File: src/rtl/control_sequencer.sv
// Hardwired Moore control sequencer: fetch (PC->MAR, MDR->IR), decode, per-opcode T3..T7 steps.
// Latency: fetch 3 cycles + memory waits; execute 0 (NOP), 3 (R-type/ADDI), 4 (MUL), 5 (LD/ST) + waits.
// Backpressure: mem_ready=0 holds the FSM in T1/T6(LD)/T7(ST) with strobes steady. Optional MUL via CTRL_MUL_EN.
module control_sequencer (
    input  logic        clk,
    input  logic        clr,
    input  logic [31:0] ir,
    input  logic        mem_ready,
    output logic [15:0] r_in,
    output logic        PC_in,
    output logic        IR_in,
    output logic        Y_in,
    output logic        Z_in,
    output logic        HI_in,
    output logic        LO_in,
    output logic        MAR_in,
    output logic        MDR_in,
    output logic [4:0]  bus_sel,
    output logic [4:0]  ALU_select,
    output logic        mem_rd,
    output logic        mem_wr,
    output logic        run,
    output logic        illegal
);

    // Opcodes; the ALU opcodes double as their ALU_select codes.
    localparam logic [4:0] OP_LD   = 5'b00000;
    localparam logic [4:0] OP_ST   = 5'b00001;
    localparam logic [4:0] OP_ADD  = 5'b00011;
    localparam logic [4:0] OP_SUB  = 5'b00100;
    localparam logic [4:0] OP_AND  = 5'b00101;
    localparam logic [4:0] OP_OR   = 5'b00110;
    localparam logic [4:0] OP_ADDI = 5'b01100;
    localparam logic [4:0] OP_MUL  = 5'b01111;
    localparam logic [4:0] OP_NOP  = 5'b11010;
    localparam logic [4:0] OP_HALT = 5'b11011;

    localparam logic [4:0] ALU_ADD = 5'b00011;
    localparam logic [4:0] ALU_INC = 5'b11001;

    localparam logic [4:0] BUS_HI  = 5'd16;
    localparam logic [4:0] BUS_ZHI = 5'd18;
    localparam logic [4:0] BUS_ZLO = 5'd19;
    localparam logic [4:0] BUS_PC  = 5'd20;
    localparam logic [4:0] BUS_MDR = 5'd21;
    localparam logic [4:0] BUS_C   = 5'd23;

    typedef enum logic [3:0] {
        S_RST, S_T0, S_T1, S_T2, S_T3, S_T4, S_T5, S_T6, S_T7, S_HALT
    } state_t;

    state_t     state_q, state_d;
    logic       illegal_q, illegal_d;

    logic [4:0] op;
    logic [3:0] ra, rb, rc;
    logic       op_rtype, op_imm, op_mul, op_legal;
    logic       unused_ir;

    assign op = ir[31:27];
    assign ra = ir[26:23];
    assign rb = ir[22:19];
    assign rc = ir[18:15];
    // Low bits carry the constant C, which reaches the datapath directly.
    assign unused_ir = ^{ir[14:0], BUS_HI};

    // Opcode class decode; MUL only exists when the multiplier is built in.
    always_comb begin
        op_rtype = (op == OP_ADD) || (op == OP_SUB) || (op == OP_AND) || (op == OP_OR);
        op_imm   = (op == OP_ADDI) || (op == OP_LD) || (op == OP_ST);
`ifdef CTRL_MUL_EN
        op_mul   = (op == OP_MUL);
`else
        op_mul   = 1'b0;
`endif
        op_legal = op_rtype || op_imm || op_mul || (op == OP_NOP) || (op == OP_HALT);
    end

    // State and sticky illegal flag; clr drops everything to RST at once.
    always_ff @(posedge clk or negedge clr) begin
        if (!clr) begin
            state_q   <= S_RST;
            illegal_q <= 1'b0;
        end else begin
            state_q   <= state_d;
            illegal_q <= illegal_d;
        end
    end

    // Next-state and control outputs; every output defaults to 0.
    always_comb begin
        state_d    = state_q;
        illegal_d  = illegal_q;
        r_in       = 16'h0000;
        PC_in      = 1'b0;
        IR_in      = 1'b0;
        Y_in       = 1'b0;
        Z_in       = 1'b0;
        HI_in      = 1'b0;
        LO_in      = 1'b0;
        MAR_in     = 1'b0;
        MDR_in     = 1'b0;
        bus_sel    = 5'd0;
        ALU_select = 5'd0;
        mem_rd     = 1'b0;
        mem_wr     = 1'b0;
        run        = (state_q != S_RST) && (state_q != S_HALT);
        illegal    = illegal_q;

        case (state_q)
            S_RST: begin
                state_d = S_T0;
            end
            // PC -> MAR, Z <- PC+1
            S_T0: begin
                bus_sel    = BUS_PC;
                MAR_in     = 1'b1;
                ALU_select = ALU_INC;
                Z_in       = 1'b1;
                state_d    = S_T1;
            end
            // Read strobe held; PC updated from Z only on the completing cycle.
            S_T1: begin
                bus_sel = BUS_ZLO;
                mem_rd  = 1'b1;
                MDR_in  = 1'b1;
                PC_in   = mem_ready;
                if (mem_ready) begin
                    state_d = S_T2;
                end
            end
            // MDR -> IR and dispatch on the opcode.
            S_T2: begin
                bus_sel = BUS_MDR;
                IR_in   = 1'b1;
                if (op == OP_NOP) begin
                    state_d = S_T0;
                end else if (op == OP_HALT) begin
                    state_d = S_HALT;
                end else if (op_legal) begin
                    state_d = S_T3;
                end else begin
                    state_d   = S_HALT;
                    illegal_d = 1'b1;
                end
            end
            // First operand into Y (Ra for MUL, Rb otherwise).
            S_T3: begin
                bus_sel = op_mul ? {1'b0, ra} : {1'b0, rb};
                Y_in    = 1'b1;
                state_d = S_T4;
            end
            // ALU step into Z.
            S_T4: begin
                Z_in    = 1'b1;
                state_d = S_T5;
                if (op_rtype) begin
                    bus_sel    = {1'b0, rc};
                    ALU_select = op;
                end else if (op_mul) begin
                    bus_sel    = {1'b0, rb};
                    ALU_select = OP_MUL;
                end else begin
                    bus_sel    = BUS_C;
                    ALU_select = ALU_ADD;
                end
            end
            // ZLO to register, MAR (address) or LO.
            S_T5: begin
                bus_sel = BUS_ZLO;
                if (op_rtype || (op == OP_ADDI)) begin
                    r_in    = 16'h0001 << ra;
                    state_d = S_T0;
                end else if (op_mul) begin
                    LO_in   = 1'b1;
                    state_d = S_T6;
                end else if ((op == OP_LD) || (op == OP_ST)) begin
                    MAR_in  = 1'b1;
                    state_d = S_T6;
                end else begin
                    state_d = S_T0;
                end
            end
            // LD read (waits), ST data into MDR, or ZHI into HI.
            S_T6: begin
                if (op == OP_LD) begin
                    mem_rd = 1'b1;
                    MDR_in = 1'b1;
                    if (mem_ready) begin
                        state_d = S_T7;
                    end
                end else if (op == OP_ST) begin
                    bus_sel = {1'b0, ra};
                    MDR_in  = 1'b1;
                    state_d = S_T7;
                end else if (op_mul) begin
                    bus_sel = BUS_ZHI;
                    HI_in   = 1'b1;
                    state_d = S_T0;
                end else begin
                    state_d = S_T0;
                end
            end
            // LD writeback, or ST write strobe held until memory completes.
            S_T7: begin
                if (op == OP_LD) begin
                    bus_sel = BUS_MDR;
                    r_in    = 16'h0001 << ra;
                    state_d = S_T0;
                end else if (op == OP_ST) begin
                    mem_wr = 1'b1;
                    if (mem_ready) begin
                        state_d = S_T0;
                    end
                end else begin
                    state_d = S_T0;
                end
            end
            // Parked until clr.
            S_HALT: begin
                state_d = S_HALT;
            end
            default: begin
                state_d = S_RST;
            end
        endcase
    end

endmodule

File: config.mk
export PLATFORM = sky130hd
export DESIGN_NAME = control_sequencer
export DESIGN_NICKNAME = d
export VERILOG_FILES = /design/src/rtl/control_sequencer.sv
export SDC_FILE = /design/constraint.sdc
export NUM_CORES = 1
export LEC_CHECK = 0
export BUFFER_PORTS_ARGS = -buffer_cell sky130_fd_sc_hd__buf_4
export CORE_UTILIZATION = 36
export CTS_CLUSTER_SIZE = 12
export DETAILED_ROUTE_END_ITERATION = 8
export GPL_ROUTABILITY_DRIVEN = 0
export PLACE_DENSITY_LB_ADDON = 0.25
export SKIP_CTS_REPAIR_TIMING = 1
export SYNTH_ARGS = -nofsm -noshare
export SYNTH_HDL_FRONTEND = slang
export SYNTH_SLANG_ARGS = --single-unit
File: constraint.sdc
create_clock -name clk -period 1.7 [get_ports clk]
set_input_delay 0.085 -clock clk [delete_from_list [all_inputs] [get_ports clk]]
set_output_delay 0.085 -clock clk [all_outputs]
set_load 0.01 [all_outputs]
-- After elaboration in Yosys (flattened, before gate mapping)
Index checks and enable logic that the tools add are counted.
- bits in registers: 5
- output and inout bits: 38
- equality and inequality tests: 21
- shifts and indexed selects: 1
- multiplexer cells: 37
- bitwise operators: 3
- reduce and logical (&&, ||, !) cells: 18
- operator list (operator ; number):
    4-bit two-way mux ; 12
    4-bit one-hot mux with 10 select lines ; 1
    5-bit one-hot mux with 7 select lines ; 1
    16-bit two-way mux ; 2
    16-bit one-hot mux with 2 select lines ; 1
    4-bit by 3-bit == test with 1-bit output (second input constant) ; 4
    1-bit by 4-bit << shifter with 16-bit output (first input constant) ; 1
    5-bit by 3-bit == test with 1-bit output (second input constant) ; 3
    5-bit two-way mux ; 3
    1-bit two-way mux ; 11
    5-bit == test (second input constant) ; 2
    1-bit logical OR ; 10
    5-bit one-hot mux with 2 select lines ; 1
    4-bit by 2-bit == test with 1-bit output (second input constant) ; 2
    4-bit == test (second input constant) ; 2
    4-bit inequality test (second input constant) ; 2
    3-bit two-way mux ; 2
    1-bit one-hot mux with 2 select lines ; 3
    5-bit by 1-bit == test with 1-bit output (second input constant) ; 1
    5-bit by 2-bit == test with 1-bit output (second input constant) ; 1
    5-bit by 4-bit == test with 1-bit output (second input constant) ; 1
    5-bit zero test ; 1
    4-bit by 1-bit == test with 1-bit output (second input constant) ; 1
    4-bit zero test ; 1
    8 further kinds ; 11

-- Depth between registers and ports, before layout
Gate-level depths: netlist (run 1).
- depth after elaboration: 11
- depth in mapped cells: 7
- depth with buffers taken out: 5

-- Least setup slack after synthesis (run 1)
No wires, ideal clock.
- kind: flip-flop to output port
- start: register state_q[0]
- end: output port r_in[14]
- arrival time: 1.832 ns
- setup slack: -0.217 ns
- stages on the path, launching flop included: 6
- path buffers: 1
- path through: dfrtp_1 clkbuf_2 or4b_4 nor3_4 a41oi_4 nor4b_1
- cells in the longest elaborated chain, start to end: 2
- ends and longest elaborated chain (what ; RTL line ; RTL):
    from (decl) ; 52 ; state_t state_q, state_d;
    from (signal assigned) ; 85 ; state_q <= state_d;
    4-bit == test / 4-bit by 3-bit == test with 1-bit output (equally long branches) ; 110 ; case (state_q)
    16-bit one-hot mux with 2 select lines * ; 110 ;
    to (decl) ; 9 ; output logic [15:0] r_in,
Mark *: on every way between the ends. The rest lies on a longest branch, timed or not.

-- Final worst setup path (run 1)
- start: register state_q[1]
- end: output port r_in[6]
Same word-level chain as after synthesis.

==> flow_metrics.tcl, run 1 <==
set metrics [dict create \
    grt_pass1_wl_um 4940 \
    tightest_slew_ps 806.6 \
    drtIter0Drc 24 \
    synthFlopType "dfrtp_1" \
    fin_nets 253 \
    postSynthAreaPerCell_um2 6.948 \
    fmax_mhz 459.9 \
    setup_violations 27 \
    final_area_um2 1827 \
    ys_seq_area_share_pct 12.77 \
    path_class "reg -> out" \
    clk_latency_ps 250 \
    synth_cell_type_count 46 \
    cts_buffers 3 \
    use_met1_pct 28.43 \
    io_pins 73 \
    setup_slack_ps -474.4 \
    fin_crit_sh_pct 127.9 \
    synth-seq-cells 5 \
    cts-root-buf "clkbuf_4" \
    worst_r2r_path_depth 9 \
    post_synth_inst_count 141 \
    area_growth_pct 86.46 \
    antenna_left 0 \
    drc 0 \
    critPathMaxStageDelay_ps 590 \
    layout_min_cycle_time_ps 2174 \
    start_util_pct 38.84 \
    worst-r2r-setup-slack_ps -220 \
    use_met2_pct 42.68 \
    rows 18 \
    grtUsageMet3_pct 0 \
    worst-path-buf-inv 1 \
    hpwl_um 2688 \
    cp_cell_sequence "or4b_4 > nor3_4 > a41oi_4 > nor4b_2 > buf_4" \
    n_antenna_cell 0 \
    dr_total_vias 1408 \
    die_x_um 54.17 \
    grt-busiest-layer "met2" \
    clock_sinks 5 \
    p_leak_uw 0.0007731 \
    drt_first_pass_iters 4 \
    dieArea_um2 2934 \
    outcome "finished with violations" \
    relSlewSlack_pct 45.77 \
    place.port_buffers 55 \
    drv_slew 0 \
    r2r_start "state_q[3]" \
    fin_skew_ps 1.103 \
    synthArstFlopShare_pct 100.0 \
    drive_gt1_share_pct 56.68 \
    critPathCaptureType "output port" \
    ys_warn_count 0 \
    cpMaxStageDelayCell "or4b_4" \
    path_clk_slew_ps 40 \
    dp_slack_ps -238.3 \
    routed_wl_um 3790 \
    vias_per_cell 5.700 \
    grt_pass1_vias 1102 \
    cts_tree "done" \
    power_per_cell_area_nw_per_um2 1258 \
    cap_violations 0 \
    dpl-instance-area_um2 1575 \
    critPathTopFamily "simple AND/OR/NAND/NOR gates" \
    worstReg2RegEnd "state_q[3]" \
    path_max_fanout 8 \
    crit_arrival_ps 2090 \
    cp.required_ps 1620 \
    synth.cell_area_um2 979.7 \
    core_um2 2522 \
    register_area_um2 125.1 \
    multi_input_area_um2 937.1 \
    gr-total-overflow 0 \
    clock_path_buffers 2 \
    grt_antenna_before_repair 0 \
    cts_max_level 1 \
    fillers 199 \
    violations "setup timing" \
    synth_edf_count 0 \
    peakVddDrop_v 0.001152 \
    wl_per_cell_um 15.34 \
    worstHoldPathType "in -> async" \
    groute.usage.overall_pct 22.71 \
    hold_violations 0 \
    worstSetupStartpointType "flip-flop" \
    rsz0062_at_grt "true" \
    finalSetupTns_ps -8383 \
    die_h_um 54.17 \
    grt_max_degree 17 \
]
[report_power, final]
| part | total [µW] | leakage (µW) | switching (µW) | internal, µW |
|---|---|---|---|---|
| combinational | 1960 | 0.000699 | 997 | 962 |
| clock | 141 | 0.0000150 | 52.1 | 89.0 |
| sequential | 198 | 0.0000595 | 31.4 | 167 |
| total | 2300 | 0.000773 | 1080 | 1220 |
[Yosys cell counts (2+ instances only)]
library cell / instances / area, µm²
nand2_1: 10 / 37.54
nand3_1: 4 / 20.02
a21oi_1: 6 / 30.03
buf_4: 2 / 15.01
nand4b_1: 2 / 17.52
buf_6: 3 / 33.78
nor3_1: 12 / 60.06
o31ai_1: 2 / 15.01
a22o_1: 2 / 17.52
nor4b_1: 2 / 17.52
o21a_1: 3 / 22.52
dfrtp_1: 5 / 125.1
o21ai_0: 12 / 60.06
o211ai_1: 3 / 22.52
o22ai_1: 2 / 12.51
nor2_1: 16 / 60.06
nand2b_1: 10 / 62.56
clkbuf_1: 6 / 22.52
nor3_4: 2 / 32.53
nor4_1: 5 / 31.28
inv_1: 6 / 22.52
buf_2: 2 / 10.01
[through the flow]
stage          power, µW  util, %  std cells  hold WS [ps]
4_1_cts             1882    63.49        236        -377.8
3_5_place_dp        1733    62.45        232        -109.4
3_3_place_gp        1703    62.45        232        -114.9
5_1_grt             2471    72.42        247         195.4
2_1_floorplan       1055        -        142        -210.6
6_report            2298    72.42        247         189.1
[sequential cells by signal, summed over array words and instances, names as in the netlist]
register	cells
illegal	1
state_q	4
[cells by family after synthesis]
group / share of synthesized area, %
AOI/OAI and AO/OA: 27.84
xor gates and xnor gates: 0.8942
buffers and inverters: 11.11
DFF: 12.77
muxes: 1.149
other: 0.3828
and+or+nand+nor: 45.85
[area by class of cell]
type | instances | area share [%]
inverter | 6 | 1.233
sequential | 5 | 6.849
tap | 30 | 2.055
clock buffer | 4 | 1.438
timing repair buffer | 84 | 37.12
multi-input combinational | 118 | 51.30
[worst max-delay path by stage]
| stage | startpoint | endpoint | slack [ps] | depth (start not counted) |
|---|---|---|---|---|
| 2_1_floorplan | state_q[0] | r_in[2] | -130 | 6 |
| 3_3_place_gp | state_q[1] | r_in[6] | -130 | 5 |
| 6_report | state_q[1] | r_in[6] | -470 | 5 |
| 4_1_cts | state_q[1] | r_in[6] | -510 | 5 |
| 3_5_place_dp | state_q[1] | r_in[6] | -240 | 5 |
| 5_1_grt | state_q[1] | r_in[6] | -550 | 5 |
[cell usage in the layout (no fill, tap or decap), types with 3 or more instances in the layout]
cell type | synthesis | final
nand2b_1 | 10 | 7
nor2_2 | 0 | 3
nand2_1 | 10 | 10
o21ai_0 | 12 | 7
nor2_1 | 16 | 10
nor3_2 | 0 | 8
inv_1 | 6 | 6
clkbuf_4 | 0 | 3
o21ai_1 | 0 | 3
nand3_1 | 4 | 4
nor3_1 | 12 | 4
o211ai_1 | 3 | 3
nand2b_4 | 0 | 3
nor4_2 | 1 | 4
buf_4 | 2 | 71
a21oi_1 | 6 | 6
buf_6 | 3 | 12
dfrtp_1 | 5 | 5
o21a_1 | 3 | 3
nor2_4 | 0 | 3
[per-layer routing]
metal / wire length [µm] / up-vias
li1: - / 673
met5: 0 / -
met3: 161 / 8
met2: 1905 / 52
met4: 69 / 0
met1: 1654 / 675
No activity file was read; power rests on OpenSTA's default activity.
==> run 2: changes to the inputs <==
Settings changed: ABC_AREA from default to 1, CORE_UTILIZATION 36 to 35.
==> run 2 against run 1 <==
Compared with the run above:
- the flow still finishes with violations (setup timing)
- power fell by 21%
- sequential share of layout area increased by 1.4 points
- clock skew increased by 8.0 ps
- largest cell class unchanged
- highest routed layer unchanged
==> flow_metrics.tcl, run 2 <==
set metrics [dict create \
    violations "setup timing" \
    outcome "finished with violations" \
    total_power_uw 1813 \
    power_per_cell_area_nw_per_um2 1179 \
    synth_top_area_cell "nand2_1" \
    synth_top_cell_area_share_pct 14.19 \
    gr-total-overflow 0 \
    grt_pass1_wl_um 4333 \
    antenna_left 0 \
    area_growth_pct 70.93 \
    fin_util_pct 62.64 \
    drc 0 \
    n_antenna_cell 0 \
    routed_wl_um 2963 \
    die_h_um 52.70 \
    drv_slew 0 \
    final_cell_mix "66 x buf_4, 30 x nand2_1, 29 x nor2_1" \
    worstSetupStartpointType "flip-flop" \
    clk_latency_ps 250 \
    fin_skew_ps 9.087 \
    synth_area_leaders "nand2_1 14%, dfrtp_1 14%, nor2_1 13%" \
    cap_violations 0 \
    critPathCaptureType "output port" \
    rows 18 \
    ys_warn_count 0 \
    layout.cells.non_filler 261 \
    ys_seq_area_share_pct 13.91 \
    setup_violations 19 \
    p_leak_uw 0.0008248 \
    io_pins 73 \
    fin_crit_sh_pct 103.3 \
    dr_total_vias 1306 \
    crit_arrival_ps 1670 \
    die_x_um 52.70 \
    wl_per_cell_um 11.35 \
    drt_first_pass_iters 4 \
    path_max_fanout 8 \
    path_clk_slew_ps 50 \
    drive_gt1_share_pct 47.62 \
    synth.cell_area_um2 899.6 \
    cts-root-buf "clkbuf_4" \
    cts_max_level 1 \
    synth.most_common_cell "nand2_1" \
    rsz0062_at_grt "true" \
    synth_cell_type_count 26 \
    peakVddDrop_v 0.001023 \
    final_common_cell "buf_4" \
    worstHoldPathType "in -> reg" \
    clock_sinks 5 \
    grt_max_degree 9 \
    path_class "reg -> out" \
    post_synth_inst_count 161 \
    cts_tree "done" \
    dieArea_um2 2777 \
    final_area_um2 1538 \
    fin_hold_ws_ps 163.2 \
    dp_cells 245 \
    fmax_mhz 569.3 \
    cp.required_ps 1620 \
    core_um2 2455 \
    grt_pass1_vias 1028 \
    postSynthAreaPerCell_um2 5.588 \
    synth-seq-cells 5 \
    synth_edf_count 0 \
    place.port_buffers 55 \
    dpl-instance-area_um2 1341 \
    vias_per_cell 5.004 \
    hold_violations 0 \
    setup_slack_ps -56.47 \
    start_util_pct 36.65 \
    layout_min_cycle_time_ps 1756 \
    synthFlopType "dfrtp_1" \
    hpwl_um 2217 \
    clock_path_buffers 2 \
    fin_nets 267 \
    synth_common_cells "34 x nand2_1, 31 x nor2_1, 16 x inv_1" \
    grt_antenna_before_repair 0 \
    synthArstFlopShare_pct 100.0 \
    largest_register "state_q" \
    largest_reg_flops 4 \
    groute.usage.overall_pct 20.48 \
    drtIter0Drc 25 \
    cts_buffers 3 \
]
[run 2: cell families (layout without fill, tap and decap cells)]
family / count (synthesis) / count (layout) / share of synthesized area [%]
AOI/OAI and AO/OA: 15 / 15 / 10.29
buffers and inverters: 28 / 97 / 12.66
DFF: 5 / 5 / 13.91
other: 1 / 2 / 0.4168
and+or+nand+nor: 112 / 112 / 62.72
[run 2: final timing paths]
check | from | endpoint | slack (ps) | cells after the start
setup / recovery | state_q[0] | r_in[0] | -60 | 8
hold reg to reg | illegal | illegal | 500 | 1
hold / removal | mem_ready | state_q[3] | 160 | 4
max in group asynchronous | clr | state_q[1] | 1410 | 2
min in group asynchronous | clr | illegal | 170 | 2
setup reg to reg | state_q[3] | state_q[1] | 170 | 8
[run 2: cell type report]
type / count / area (µm²)
Timing Repair Buffer: 68 / 525.5
Clock buffer: 4 / 26.28
Fill cell: 256 / 917.1
Multi-Input combinational cell: 129 / 728.2
Tap cell: 30 / 37.54
Inverter: 25 / 93.84
Sequential cell: 5 / 126.4
[run 2: worst max-delay path: stages (launching register included)]
cell,delay (ps)
dfrtp_1,390
inv_2,120
nand2_4,80
nor3_4,240
inv_2,70
o21ai_4,90
nand2_4,110
nor3_2,170
buf_4,140
[run 2: metrics by stage]
stage               setup WS (ps)  TNS (ps)
floorplan                   353.4         0
global placement            163.0         0
detailed placement          147.5         0
CTS                        -125.7     -1443
global route               -194.1     -2759
finish                     -56.47    -766.9
[run 2: layer usage]
layer  wire length [µm]  GRT usage, %
met3                232         3.768
met4                 47         3.947
met1               1253         26.51
met2               1430         35.02
met5                  0             0
[run 2: where the power goes]
part / leakage, µW / total [µW] / internal [µW] / switching [µW]
Clock: 0.0000150 / 144 / 89.2 / 55.2
Sequential: 0.0000583 / 203 / 162 / 41.4
Combinational: 0.000751 / 1470 / 677 / 788
Total: 0.000825 / 1810 / 928 / 885
